## src/rtl/ysyx_23060184_csr_file_if.sv

```systemverilog
// ysyx_23060184_csr_file_if
//   Bundles the CSR-file request/response signals between the execute/
//   writeback stage (master) and the CSR file (slave).
//   master drives: csr_en, csr_op, csr_addr, csr_wdata, ecall, mret, pc,
//                  Wvalid, Pready
//   slave drives : rdata, trap_pc, illegal
interface ysyx_23060184_csr_file_if #(
  parameter int DATA_WIDTH = 32
);
  logic                  csr_en;
  logic [1:0]            csr_op;
  logic [11:0]           csr_addr;
  logic [DATA_WIDTH-1:0] csr_wdata;
  logic                  ecall;
  logic                  mret;
  logic [DATA_WIDTH-1:0] pc;
  logic                  Wvalid;
  logic                  Pready;
  logic [DATA_WIDTH-1:0] rdata;
  logic [DATA_WIDTH-1:0] trap_pc;
  logic                  illegal;

  modport master (
    output csr_en, csr_op, csr_addr, csr_wdata, ecall, mret, pc, Wvalid, Pready,
    input  rdata, trap_pc, illegal
  );

  modport slave (
    input  csr_en, csr_op, csr_addr, csr_wdata, ecall, mret, pc, Wvalid, Pready,
    output rdata, trap_pc, illegal
  );
endinterface

```

## src/rtl/ysyx_23060184_csr_file.sv

```systemverilog
// ysyx_23060184_csr_file
//   Machine-mode CSR file: Zicsr RW/RS/RC, ecall/mret trap entry and exit
//   with MIE/MPIE stacking, read-only ID CSRs and illegal-access detection.
//   Optional macro CSR_COUNTERS_EN adds 64-bit mcycle/minstret counters and
//   their read-only user shadows.
// Ports:
//   clk  - core clock, state updates on posedge
//   rst  - asynchronous active-high reset
//   bus  - slave side of ysyx_23060184_csr_file_if (request in, rdata/
//          trap_pc/illegal out, all outputs combinational)
module ysyx_23060184_csr_file #(
  parameter int                    DATA_WIDTH   = 32,
  parameter logic [DATA_WIDTH-1:0] MARCHID      = 32'h015F_DED8,
  parameter logic [DATA_WIDTH-1:0] MCAUSE_ECALL = 32'd11
) (
  input logic                           clk,
  input logic                           rst,
  ysyx_23060184_csr_file_if.slave       bus
);

  localparam logic [11:0] ADDR_MSTATUS   = 12'h300;
  localparam logic [11:0] ADDR_MTVEC     = 12'h305;
  localparam logic [11:0] ADDR_MSCRATCH  = 12'h340;
  localparam logic [11:0] ADDR_MEPC      = 12'h341;
  localparam logic [11:0] ADDR_MCAUSE    = 12'h342;
  localparam logic [11:0] ADDR_MVENDORID = 12'hF11;
  localparam logic [11:0] ADDR_MARCHID   = 12'hF12;
`ifdef CSR_COUNTERS_EN
  localparam logic [11:0] ADDR_MCYCLE    = 12'hB00;
  localparam logic [11:0] ADDR_MCYCLEH   = 12'hB80;
  localparam logic [11:0] ADDR_MINSTRET  = 12'hB02;
  localparam logic [11:0] ADDR_MINSTRETH = 12'hB82;
  localparam logic [11:0] ADDR_CYCLE     = 12'hC00;
  localparam logic [11:0] ADDR_CYCLEH    = 12'hC80;
  localparam logic [11:0] ADDR_INSTRET   = 12'hC02;
  localparam logic [11:0] ADDR_INSTRETH  = 12'hC82;
`endif

  logic                  mie_r;
  logic                  mpie_r;
  logic [DATA_WIDTH-1:0] mtvec_r;
  logic [DATA_WIDTH-1:0] mscratch_r;
  logic [DATA_WIDTH-1:0] mepc_r;
  logic [DATA_WIDTH-1:0] mcause_r;
`ifdef CSR_COUNTERS_EN
  logic [2*DATA_WIDTH-1:0] mcycle_r;
  logic [2*DATA_WIDTH-1:0] minstret_r;
`endif

  logic [DATA_WIDTH-1:0] mstatus_s;
  logic [DATA_WIDTH-1:0] old_s;
  logic [DATA_WIDTH-1:0] new_s;
  logic                  hit_s;
  logic                  illegal_s;
  logic                  commit_s;
  logic                  wr_s;

  // MPP is hardwired to M-mode; only MIE and MPIE are real state.
  assign mstatus_s = {{(DATA_WIDTH-13){1'b0}}, 2'b11, 3'b000, mpie_r, 3'b000, mie_r, 3'b000};

  // Address decode: current value of the addressed CSR and whether it exists.
  always_comb begin
    hit_s = 1'b1;
    old_s = '0;
    case (bus.csr_addr)
      ADDR_MSTATUS:   old_s = mstatus_s;
      ADDR_MTVEC:     old_s = mtvec_r;
      ADDR_MSCRATCH:  old_s = mscratch_r;
      ADDR_MEPC:      old_s = mepc_r;
      ADDR_MCAUSE:    old_s = mcause_r;
      ADDR_MVENDORID: old_s = '0;
      ADDR_MARCHID:   old_s = MARCHID;
`ifdef CSR_COUNTERS_EN
      ADDR_MCYCLE,    ADDR_CYCLE:    old_s = mcycle_r[DATA_WIDTH-1:0];
      ADDR_MCYCLEH,   ADDR_CYCLEH:   old_s = mcycle_r[2*DATA_WIDTH-1:DATA_WIDTH];
      ADDR_MINSTRET,  ADDR_INSTRET:  old_s = minstret_r[DATA_WIDTH-1:0];
      ADDR_MINSTRETH, ADDR_INSTRETH: old_s = minstret_r[2*DATA_WIDTH-1:DATA_WIDTH];
`endif
      default:        hit_s = 1'b0;
    endcase
  end

  // Zicsr read-modify-write result; op 00 leaves the value untouched.
  always_comb begin
    new_s = old_s;
    case (bus.csr_op)
      2'b01:   new_s = bus.csr_wdata;
      2'b10:   new_s = old_s | bus.csr_wdata;
      2'b11:   new_s = old_s & ~bus.csr_wdata;
      default: new_s = old_s;
    endcase
  end

  // Address space 0xC00-0xFFF is read-only, so any write op there is illegal.
  assign illegal_s = bus.csr_en &&
                     (!hit_s || ((bus.csr_addr[11:10] == 2'b11) && (bus.csr_op != 2'b00)));
  assign commit_s  = bus.Wvalid && bus.Pready;
  // ecall/mret in the same commit take priority and drop the CSR write.
  assign wr_s      = commit_s && bus.csr_en && (bus.csr_op != 2'b00) && !illegal_s &&
                     !bus.ecall && !bus.mret;

  assign bus.rdata   = illegal_s ? '0 : old_s;
  assign bus.illegal = illegal_s;

  // Redirect target: ecall wins over mret.
  always_comb begin
    if (bus.ecall) begin
      bus.trap_pc = mtvec_r;
    end else if (bus.mret) begin
      bus.trap_pc = mepc_r;
    end else begin
      bus.trap_pc = '0;
    end
  end

  // Trap/return stacking and software writes to the machine CSRs.
  always_ff @(posedge clk or posedge rst) begin
    if (rst) begin
      mie_r      <= 1'b0;
      mpie_r     <= 1'b0;
      mtvec_r    <= '0;
      mscratch_r <= '0;
      mepc_r     <= '0;
      mcause_r   <= '0;
    end else if (commit_s && bus.ecall) begin
      mepc_r   <= bus.pc;
      mcause_r <= MCAUSE_ECALL;
      mpie_r   <= mie_r;
      mie_r    <= 1'b0;
    end else if (commit_s && bus.mret) begin
      mie_r  <= mpie_r;
      mpie_r <= 1'b1;
    end else if (wr_s) begin
      case (bus.csr_addr)
        ADDR_MSTATUS: begin
          mie_r  <= new_s[3];
          mpie_r <= new_s[7];
        end
        ADDR_MTVEC:    mtvec_r    <= {new_s[DATA_WIDTH-1:2], 2'b00};
        ADDR_MSCRATCH: mscratch_r <= new_s;
        ADDR_MEPC:     mepc_r     <= {new_s[DATA_WIDTH-1:2], 2'b00};
        ADDR_MCAUSE:   mcause_r   <= new_s;
        default:       mscratch_r <= mscratch_r;
      endcase
    end
  end

`ifdef CSR_COUNTERS_EN
  // mcycle: free-running; a software write to one half replaces it and skips the tick.
  always_ff @(posedge clk or posedge rst) begin
    if (rst) begin
      mcycle_r <= '0;
    end else if (wr_s && (bus.csr_addr == ADDR_MCYCLE)) begin
      mcycle_r[DATA_WIDTH-1:0] <= new_s;
    end else if (wr_s && (bus.csr_addr == ADDR_MCYCLEH)) begin
      mcycle_r[2*DATA_WIDTH-1:DATA_WIDTH] <= new_s;
    end else begin
      mcycle_r <= mcycle_r + 64'd1;
    end
  end

  // minstret: counts commits; a software write to one half replaces it and skips the tick.
  always_ff @(posedge clk or posedge rst) begin
    if (rst) begin
      minstret_r <= '0;
    end else if (wr_s && (bus.csr_addr == ADDR_MINSTRET)) begin
      minstret_r[DATA_WIDTH-1:0] <= new_s;
    end else if (wr_s && (bus.csr_addr == ADDR_MINSTRETH)) begin
      minstret_r[2*DATA_WIDTH-1:DATA_WIDTH] <= new_s;
    end else if (commit_s) begin
      minstret_r <= minstret_r + 64'd1;
    end
  end
`endif

endmodule
```

## src/flat_wrapper.sv

```systemverilog
// flat-port wrapper written by rule: the top's interface ports become plain ports
module ysyx_23060184_csr_file_flat 
#(
  parameter int                    DATA_WIDTH   = 32,
  parameter logic [DATA_WIDTH-1:0] MARCHID      = 32'h015F_DED8,
  parameter logic [DATA_WIDTH-1:0] MCAUSE_ECALL = 32'd11
)
  (clk, rst, bus_csr_en, bus_csr_op, bus_csr_addr, bus_csr_wdata, bus_ecall, bus_mret, bus_pc, bus_Wvalid, bus_Pready, bus_rdata, bus_trap_pc, bus_illegal);
  ysyx_23060184_csr_file_if #(.DATA_WIDTH(DATA_WIDTH)) bus_i ();
  input logic clk;
  input logic rst;
  input wire logic [$bits(bus_i.csr_en)-1:0] bus_csr_en;
  input wire logic [$bits(bus_i.csr_op)-1:0] bus_csr_op;
  input wire logic [$bits(bus_i.csr_addr)-1:0] bus_csr_addr;
  input wire logic [$bits(bus_i.csr_wdata)-1:0] bus_csr_wdata;
  input wire logic [$bits(bus_i.ecall)-1:0] bus_ecall;
  input wire logic [$bits(bus_i.mret)-1:0] bus_mret;
  input wire logic [$bits(bus_i.pc)-1:0] bus_pc;
  input wire logic [$bits(bus_i.Wvalid)-1:0] bus_Wvalid;
  input wire logic [$bits(bus_i.Pready)-1:0] bus_Pready;
  output wire logic [$bits(bus_i.rdata)-1:0] bus_rdata;
  output wire logic [$bits(bus_i.trap_pc)-1:0] bus_trap_pc;
  output wire logic [$bits(bus_i.illegal)-1:0] bus_illegal;
  assign bus_i.csr_en = bus_csr_en;
  assign bus_i.csr_op = bus_csr_op;
  assign bus_i.csr_addr = bus_csr_addr;
  assign bus_i.csr_wdata = bus_csr_wdata;
  assign bus_i.ecall = bus_ecall;
  assign bus_i.mret = bus_mret;
  assign bus_i.pc = bus_pc;
  assign bus_i.Wvalid = bus_Wvalid;
  assign bus_i.Pready = bus_Pready;
  assign bus_rdata = bus_i.rdata;
  assign bus_trap_pc = bus_i.trap_pc;
  assign bus_illegal = bus_i.illegal;
  ysyx_23060184_csr_file #(.DATA_WIDTH(DATA_WIDTH), .MARCHID(MARCHID), .MCAUSE_ECALL(MCAUSE_ECALL)) u_core (.clk(clk), .rst(rst), .bus(bus_i));
endmodule
```

## config.mk

```make
export PLATFORM = sky130hd
export DESIGN_NAME = ysyx_23060184_csr_file_flat
export DESIGN_NICKNAME = d
export VERILOG_FILES = /design/src/rtl/ysyx_23060184_csr_file_if.sv /design/src/rtl/ysyx_23060184_csr_file.sv /design/src/flat_wrapper.sv
export SDC_FILE = /design/constraint.sdc
export NUM_CORES = 1
export LEC_CHECK = 0
export ABC_CLOCK_PERIOD_IN_PS = 6100
export CORE_UTILIZATION = 30
export CTS_CLUSTER_DIAMETER = 120
export CTS_CLUSTER_SIZE = 14
export DETAILED_ROUTE_END_ITERATION = 6
export PLACE_DENSITY = 0.54
export SETUP_SLACK_MARGIN = 0.2
export SYNTH_ARGS = -nofsm -noshare
export SYNTH_HDL_FRONTEND = slang
export SYNTH_SLANG_ARGS = --single-unit
```

## constraint.sdc

```tcl
create_clock -name clk -period 6.1 [get_ports clk]
set_input_delay 1.22 -clock clk [delete_from_list [all_inputs] [get_ports clk]]
set_output_delay 1.22 -clock clk [all_outputs]
set_load 0.01 [all_outputs]
```

==> results.txt <==
- Across every metal layer, demand over resource in global routing totals 0.206.
- Synthesis instantiated 51 different standard cells from the library.
* Clock transition at the registers of the reported paths: 60 ps
- After the flow finishes, the layout carries non-filler instances totaling 1327.
- After global routing the overflow that remains totals 0.
- Post-layout minimum cycle time: 5650 ps
- Once the clock tree was built, the resizer swapped 0 gates to a different size.
* Number of DRC violations after detailed routing: 0
- DRT antenna net count: 0
* Final setup fails: 0
- Critical Path Slowest Stage Cell: or4_4
- Critical Path Stages: 8
- Initial antenna violation count: 5
* Worst Path Required: 4880 ps
* Maximum vdd drop: 0.000172 V
- Die footprint: 25700 sq um
- Among all cell types in the netlist, the one instantiated most often is nand2_1.
- HPWL after detailed placement: 17.3 mm
- CTS HTree Levels: 4
- Post-synthesis cell count: 867
- Minimum setup slack among reg-to-reg paths: 4080 ps
* Clock Tree Root: clkbuf_16
* Floorplan die height: 160 um
* Area used by sequential logic in the layout: 3200 sq um
- Largest fanout on the critical path: 18
- Number of buffers created by CTS: 17
- For this run, the number of Yosys warnings is 0.
- Tightest Pin Transition: 965 ps
- Clock tree from TritonCTS: yes
* Layout cells sized above 1: 0.126
- In this run the mean area of a mapped cell was 8.67 sq um.
- The final layout contains routed wiring with a total length of 26.3 mm.
- In this run the power density over the cells is 228 nW/um^2.
- Initial Utilization: 0.307
- In this run the core area contains 57 standard-cell rows.
* Worst Hold End: u_core.mscratch_r[2]$_DFFE_PP0P_
- Area fraction of the dominant cell type after synthesis: 0.426
- When the netlist entered floorplanning its net count stood at 952.
* NumNets Final: 1074
- 1st-iter DRT viols: 498
- Of the available clock period, the critical path in the final layout requires 0.926.
- Total vias in the final route: 7035
- The worst hold path belongs to the class reg -> reg.
- Post-Route Skew: 5.73 ps
- The analysis attributes to cell leakage a power of 4.21 nW.
- The die is 160 um wide.
- After routing, the total negative slack on setup checks comes to 0 ps.
- The flow ran to the end, and the final reports show no timing, DRC or antenna violations.
- The synthesized design contains 0 enable-type register cells.
- The worst hold path was traced through 2 stages.
* Most used standard cells in the synthesized netlist: nand2_1 (157), dfrtp_1 (128), o21ai_0 (114)
- Insertion delay to the later sink of the worst-skew pair: 420 ps
* Critical path arrival: 4430 ps
* Worst slew margin relative to its limit: 0.354
- STA classifies the critical path startpoint as a primary input.
* Min-delay src: u_core.mscratch_r[2]$_DFFE_PP0P_
* RD Place Congestion: 0.787
- The synthesized design contains 128 register bits.
* Cell Area, Synth: 7520 sq um
* Largest net degree at the start of global routing: 68
* Via count normalized by instance count: 5.30
* Endpoint of the lowest-slack register-to-register path: u_core.mie_r$_DFFE_PP0P_
- Most used flip-flop cell after synthesis: dfrtp_1
- Dominant cell type by area after synthesis: dfrtp_1
- In this run the deepest clock path goes through 2 buffers.
* FMAX: 177 MHz
- Sequential share of the synthesized area: 0.426
- WL/cell: 19.8 um
- Number of violations of the max-capacitance limit: 0
- Floorplan Core Area: 24500 sq um
- Broken down by cell family, the worst path's largest delay share belongs to simple AND/OR/NAND/NOR gates.
- Once the clock tree was built, the setup fixing pass inserted 0 buffers.
- Total count of max-transition violations in the final report: 0
- After detailed placement, the design holds a cell count of 1294.
* Number of cells on the worst reg-to-reg path: 6
- For this run, the slowest stage of the critical path takes 620 ps.
- Unrepaired setup endpoints after global routing: no
- After layout, the design draws a total of 2.25 mW.
- Growth of design area from synthesis to finish: 31.4%
- Number of buffers inserted by port buffering: 149
* Beginning of the worst register-to-register path: u_core.mscratch_r[3]$_DFFE_PP0P_
* Area used by multi-input combinational logic: 3960 sq um
- Crit Path Category: in -> out
- After synthesis, the share of flip-flops with an asynchronous set or reset is 1.00.
* # hold bufs at CTS: 0
- Series of cell instances along the critical path: clkdlybuf4s50_1, or4_4, or4_4, nor2_4, o32ai_1, and2_1, nor2_1, clkdlybuf4s50_1
- Initial DRT Pass Iterations: 5
- The number of endpoints with negative hold slack in the final report is 0.
- The number of buffers and inverters on the critical path is 2.
- Clock tree synthesis found a total of 128 sinks.
- Number of top-level design ports: 150
- Filler Cells Inserted: 2471
* Vias in the first global route: 7020
- The first global-routing pass estimated 40.9 mm of wire.
- Synth area leaders: dfrtp_1 (43%), nand2_1 (7.8%), o21ai_0 (7.6%), mux2_2 (5.5%), a21oi_1 (4.0%)
* Critical path capture point type: primary output
## power breakdown
part | internal [mW] | leakage (nW) | switching [mW]
clock network | 0.619 | 0.282 | 0.385
logic | 0.152 | 2.25 | 0.173
registers | 0.888 | 1.68 | 0.0316
total | 1.66 | 4.21 | 0.590
## per-layer routing
layer	wire, um	track usage	share of wire	vias to the layer above
met5	32	0	0.0012	-
met4	609	0.0749	0.023	6
met3	1580	0.0473	0.060	43
met2	12600	0.344	0.48	220
met1	11500	0.260	0.44	3416
li1	-	-	-	3350
## registers in the layout, summed over array words and instances (netlist names)
name / count
u_core.mepc_r: 32
u_core.mscratch_r: 32
u_core.mcause_r: 32
u_core.mie_r: 1
u_core.mtvec_r: 30
u_core.mpie_r: 1
## worst max-delay path by stage
stage                          from                              to
detailed placement  bus_csr_addr[4]                    bus_rdata[7]
CTS                 bus_csr_addr[4]                    bus_rdata[7]
floorplan                       rst  u_core.mcause_r[0]$_DFFE_PP0P_
finish              bus_csr_addr[4]                   bus_rdata[11]
global placement    bus_csr_addr[4]                    bus_rdata[7]
global route        bus_csr_addr[4]                   bus_rdata[11]
## layout by cell type (no fill, tap or decap), types with 7 or more instances in the layout
cell type	instances
inv_1	21
mux2_2	37
clkbuf_16	17
clkdlybuf4s50_1	146
a21oi_1	60
nand3_1	19
nor3_1	7
dfrtp_1	128
nor2_1	45
o21ai_0	114
buf_4	22
or3_1	15
a22oi_1	16
a221oi_1	17
and3_1	15
a22o_1	12
a21o_1	13
o221a_2	14
o22ai_1	17
mux2i_1	16
nand2_1	157
xor2_1	16
## layout make-up
class / count / area share
sequential: 128 / 0.324
inverter: 23 / 0.00900
multi-input combinational: 648 / 0.401
timing repair buffer: 171 / 0.166
antenna: 1 / 0.000253
clock inverter: 11 / 0.0115
tap: 324 / 0.0411
clock buffer: 21 / 0.0466
## worst register-to-register path, delay by kind of cell, from the launching register on
kind / cells / cell delay, ps
flip-flops: 1 / 380
AO/OA/AOI/OAI: 5 / 1220
multiplexers: 1 / 270
## cells by family after synthesis
logic type | count (synthesis) | share of synthesized area
DFF | 128 | 0.426
muxes | 59 | 0.0887
and+or+nand+nor | 287 | 0.174
AOI/OAI and AO/OA | 283 | 0.239
xor gates and xnor gates | 19 | 0.0221
buffers and inverters | 91 | 0.0499
## per-stage QoR
step	setup slack, ps	utilization	hold WS (ps)	instance area (sq um)
floorplan	1470	-	446	7520
global placement	502	0.380	457	9300
detailed placement	409	0.380	467	9300
CTS	409	0.404	480	9870
global route	341	0.404	497	9870
finish	454	0.404	475	9870
Note: power is estimated with default switching activity, not from simulation.
